$ cat src/rtl/bit_serial_addsub.sv
// Bit-serial adder/subtractor: one full-adder cell plus a carry flop,
// one operand bit per cycle LSB first, start/done handshake.
module bit_serial_addsub #(
    parameter int WIDTH = 16
) (
    input  logic             clk_i,
    input  logic             rst_i,
    input  logic             start_i,
    input  logic [WIDTH-1:0] a_i,
    input  logic [WIDTH-1:0] b_i,
    input  logic             sub_i,
    input  logic             sat_i,
    output logic             busy_o,
    output logic             done_o,
    output logic [WIDTH-1:0] result_o,
    output logic             cout_o,
    output logic             ovfl_o
);

    localparam int CW = (WIDTH > 2) ? $clog2(WIDTH) : 1;
    localparam logic [CW-1:0] LAST = CW'(WIDTH - 1);

    typedef enum logic [1:0] {
        IDLE = 2'd0,
        RUN  = 2'd1,
        DONE = 2'd2
    } state_t;

    state_t           state_q, state_d;
    logic [WIDTH-1:0] a_q, b_q, sr_q, result_q;
    logic [CW-1:0]    cnt_q;
    logic             carry_q, sub_q, sat_q, cout_q, ovfl_q;

    // Full-adder cell: B is inverted for subtract, carry flop seeded with sub.
    logic             b_eff, sum_bit, carry_nx, accept, msb_cycle, ovfl_nx;
    logic [WIDTH-1:0] raw, sat_val;

    // Datapath combinational terms for the current bit.
    always_comb begin
        b_eff     = b_q[0] ^ sub_q;
        sum_bit   = a_q[0] ^ b_eff ^ carry_q;
        carry_nx  = (a_q[0] & b_eff) | (carry_q & (a_q[0] ^ b_eff));
        accept    = start_i && (state_q != RUN);
        msb_cycle = (state_q == RUN) && (cnt_q == LAST);
        // On the MSB cycle carry_q is the carry into the MSB.
        ovfl_nx   = carry_q ^ carry_nx;
        raw       = {sum_bit, sr_q[WIDTH-1:1]};
        // a_q has been shifted so its bit 0 is the latched A MSB here.
        sat_val   = a_q[0] ? {1'b1, {(WIDTH-1){1'b0}}} : {1'b0, {(WIDTH-1){1'b1}}};
    end

    // Next-state logic.
    always_comb begin
        state_d = state_q;
        unique case (state_q)
            IDLE:    if (start_i) state_d = RUN;
            RUN:     if (cnt_q == LAST) state_d = DONE;
            DONE:    state_d = start_i ? RUN : IDLE;
            default: state_d = IDLE;
        endcase
    end

    // State register.
    always_ff @(posedge clk_i) begin
        if (rst_i) state_q <= IDLE;
        else       state_q <= state_d;
    end

    // Operand latch, serial shift and result capture on entry to DONE.
    always_ff @(posedge clk_i) begin
        if (rst_i) begin
            a_q      <= '0;
            b_q      <= '0;
            sr_q     <= '0;
            cnt_q    <= '0;
            carry_q  <= 1'b0;
            sub_q    <= 1'b0;
            sat_q    <= 1'b0;
            result_q <= '0;
            cout_q   <= 1'b0;
            ovfl_q   <= 1'b0;
        end else begin
            if (accept) begin
                a_q     <= a_i;
                b_q     <= b_i;
                sub_q   <= sub_i;
                sat_q   <= sat_i;
                sr_q    <= '0;
                cnt_q   <= '0;
                carry_q <= sub_i;
            end else if (state_q == RUN) begin
                a_q     <= a_q >> 1;
                b_q     <= b_q >> 1;
                sr_q    <= raw;
                cnt_q   <= cnt_q + 1'b1;
                carry_q <= carry_nx;
            end
            if (msb_cycle) begin
                result_q <= (sat_q && ovfl_nx) ? sat_val : raw;
                cout_q   <= carry_nx;
                ovfl_q   <= ovfl_nx;
            end
        end
    end

    assign busy_o   = (state_q == RUN);
    assign done_o   = (state_q == DONE);
    assign result_o = result_q;
    assign cout_o   = cout_q;
    assign ovfl_o   = ovfl_q;

endmodule

$ cat config.mk
export PLATFORM = sky130hd
export DESIGN_NAME = bit_serial_addsub
export DESIGN_NICKNAME = d
export VERILOG_FILES = /design/src/rtl/bit_serial_addsub.sv
export SDC_FILE = /design/constraint.sdc
export NUM_CORES = 1
export LEC_CHECK = 0
export CAP_MARGIN = 25
export CORE_MARGIN = 5
export CORE_UTILIZATION = 30
export CTS_CLUSTER_SIZE = 8
export DETAILED_ROUTE_END_ITERATION = 8
export MAX_ROUTING_LAYER = met4
export SLEW_MARGIN = 10
export SYNTH_ARGS = -nofsm -noshare
export SYNTH_HDL_FRONTEND = slang
export SYNTH_SLANG_ARGS = --single-unit
$ cat constraint.sdc
create_clock -name clk_i -period 2.2 [get_ports clk_i]
set_clock_uncertainty 0.1 [all_clocks]
set_input_delay 0.66 -clock clk_i [delete_from_list [all_inputs] [get_ports clk_i]]
set_output_delay 0.66 -clock clk_i [all_outputs]
set_load 0.03 [all_outputs]
==> qor.yml <==
synth_edf_count: 0
routedWlPerCell_um: 13.22
first_global_vias: 2582
final_nets: 428
period_share_pct: 97.34
synth_cell_types: 32
cp-end-kind: "output port"
seq_area_frac_synth_pct: 47.63
path_delay_family: "buffers and inverters"
clockBufferDepth: 2
final_cell_mix: "dfxtp_1 (74), clkdlybuf4s50_1 (51), a21oi_1 (37), nor2_1 (35)"
required_ns: 1.44
first_pass_iters: 4
seqPwrFrac_pct: 52.4
layout.cells.non_filler: 529
setup_viol: 0
path_buf_inv: 1
worst_hold_slack_ns: 0.3561
synthArstFlopShare_pct: 0
cts.htree.levels: 3
p_leak_nw: 1.470
vias: 2535
dr.first_iter.drc_count: 165
clk_latency_ns: 0.34
min_path_type: "reg2reg"
slew_headroom_pct: 74.67
vias_per_cell: 4.792
cts_root_buf: "clkbuf_8"
critical_path.max_stage_delay_ns: 0.69
fmax_ghz: 0.4669
maxSlewViolCount: 0
drc: 0
overflow: 0
critPathKind: "reg2out"
core_area_mm2: 0.01023
postCtsSetupBuffers: 0
grt_start_max_net_pins: 90
die_area_mm2: 0.01250
wl_mm: 6.994
min_period_ns: 2.142
worst_slew_pin_slew_ns: 0.3796
clkTransAtPathRegs_ns: 0.07
port_buffers: 56
tns_ns: 0
nFillCells: 1035
max_cap_viol_count: 0
cts_tree: "yes"
grt_pass1_wl_mm: 12.34
num_io_pins: 57
antenna_found_initial: 0
rows: 37
ant_nets: 0
power.share.clock_pct: 34.0
crit_arrival_ns: 1.38
ir_drop_mv: 0.2901
start_kind: "flop"
syn_avg_cell_area_um2: 9.148
cts_buffers: 9
start_util_pct: 30.40
switchingPower_w: 0.0007132
outcome: "complete, no violations"
swShare_pct: 25.92
final_common_cell: "dfxtp_1"
synth_nets: 379
synth_ff_type: "dfxtp_1"
fp.dieH_um: 111.8
p_int_w: 0.002038
crit_fanout: 2
area_growth_pct: 27.80
netlist_area_mm2: 0.003110
die-width_um: 111.8
p_comb_share_pct: 13.5
synth_seq_cells: 74
p_per_area_mw_per_mm2: 692.2
yosysWarnings: 0
rsz0062_at_grt: "false"
synth_cells: 340
clock-sinks: 74
drive_gt1_share_pct: 11.45
hpwlAfterDp_mm: 4.752
grtUsageTotal_pct: 12.26
dp_cells: 514
crit_path_cell_trace: "clkdlybuf4s50_1"
diodes: 0
post-route-util_pct: 38.85
gp_congestion: 0.7175
hold_viol: 0
slowest_stage: "clkdlybuf4s50_1"
## power groups by stage
| stage | registers, W | logic [W] | clock network, W |
|---|---|---|---|
| after detailed placement | 0.00147 | 0.000375 | 0 |
| after global routing | 0.00145 | 0.000419 | 0.00104 |
| after floorplan | 0.00146 | 0.000242 | 0 |
| after CTS | 0.00144 | 0.000377 | 0.000980 |
| after global placement | 0.00147 | 0.000371 | 0 |
| final | 0.00144 | 0.000373 | 0.000937 |
## cell usage after synthesis, drive strengths merged (4+ instances only)
library cell	count	area, µm²
a211oi	43	372.9
a21oi	37	185.2
buf	14	75.07
clkbuf	17	63.81
dfxtp	74	1481
inv	4	15.01
mux2i	33	330.3
nand2	33	123.9
nand3	6	30.03
nor2	35	131.4
o21ai	21	108.9
o22ai	4	25.02
## per-layer routing
layer,vias up,GRT usage [%],wire length [µm]
met5,-,-,0
met4,0,2.920,63
met3,7,4.674,352
met2,50,19.18,3340
met1,1167,14.98,3237
li1,1311,-,-
## sequential cells by signal, indices dropped and copies added (netlist names)
signal    cells
b_q          16
result_o     16
sub_q         1
sat_q         1
ovfl_o        1
cnt_q         4
sr_q         15
a_q          16
carry_q       1
cout_o        1
state_q       2
## layout make-up
cell class	count	area [µm²]	area share, %
Sequential cell	74	1481	37.27
Multi-Input combinational cell	231	1479	37.20
Tap cell	136	170.2	4.281
Clock inverter	3	15.01	0.3777
Clock buffer	12	155.1	3.903
Inverter	4	15.01	0.3777
Timing Repair Buffer	69	659.4	16.59
## tightest hold or removal path: cells and delay by family, from the launching register on
family / cells / cell delay [ns]
flip-flops: 1 / 0.31
AND/OR/NAND/NOR: 1 / 0.05
AO/OA/AOI/OAI: 1 / 0.05
## what timing repair did
action                                  in CTS  in global routing
endpoints found under the setup margin       1                 12
hold buffers                                 0                  0
gates resized for setup                      1                  2
## cells by family after synthesis
| kind of cell | share of synthesized area [%] |
|---|---|
| AOI/OAI and AO/OA | 23.41 |
| DFF | 47.63 |
| muxes | 10.62 |
| xor gates and xnor gates | 1.650 |
| adders and majority gates | 1.046 |
| and+or+nand+nor | 10.70 |
| buffers and inverters | 4.947 |
## final timing paths
| kind | from | endpoint | slack [ns] | cells after the start |
|---|---|---|---|---|
| hold / removal | sr_q[1] | sr_q[1] | 0.36 | 2 |
| setup / recovery | result_o[2] | result_o[2] | 0.06 | 1 |
| setup reg to reg | b_q[0] | result_o[10] | 0.12 | 5 |
| hold reg to reg | sr_q[1] | sr_q[1] | 0.36 | 2 |
## stage by stage
stage	setup slack [ns]	instance area (µm²)	power [W]
finish	0.05841	3975	0.002751
global route	0.002525	3975	0.002915
CTS	0.02108	3971	0.002798
detailed placement	0.05834	3802	0.001847
global placement	0.09958	3802	0.001841
floorplan	0.2937	3110	0.001704
(Power assumes the default switching activity.)
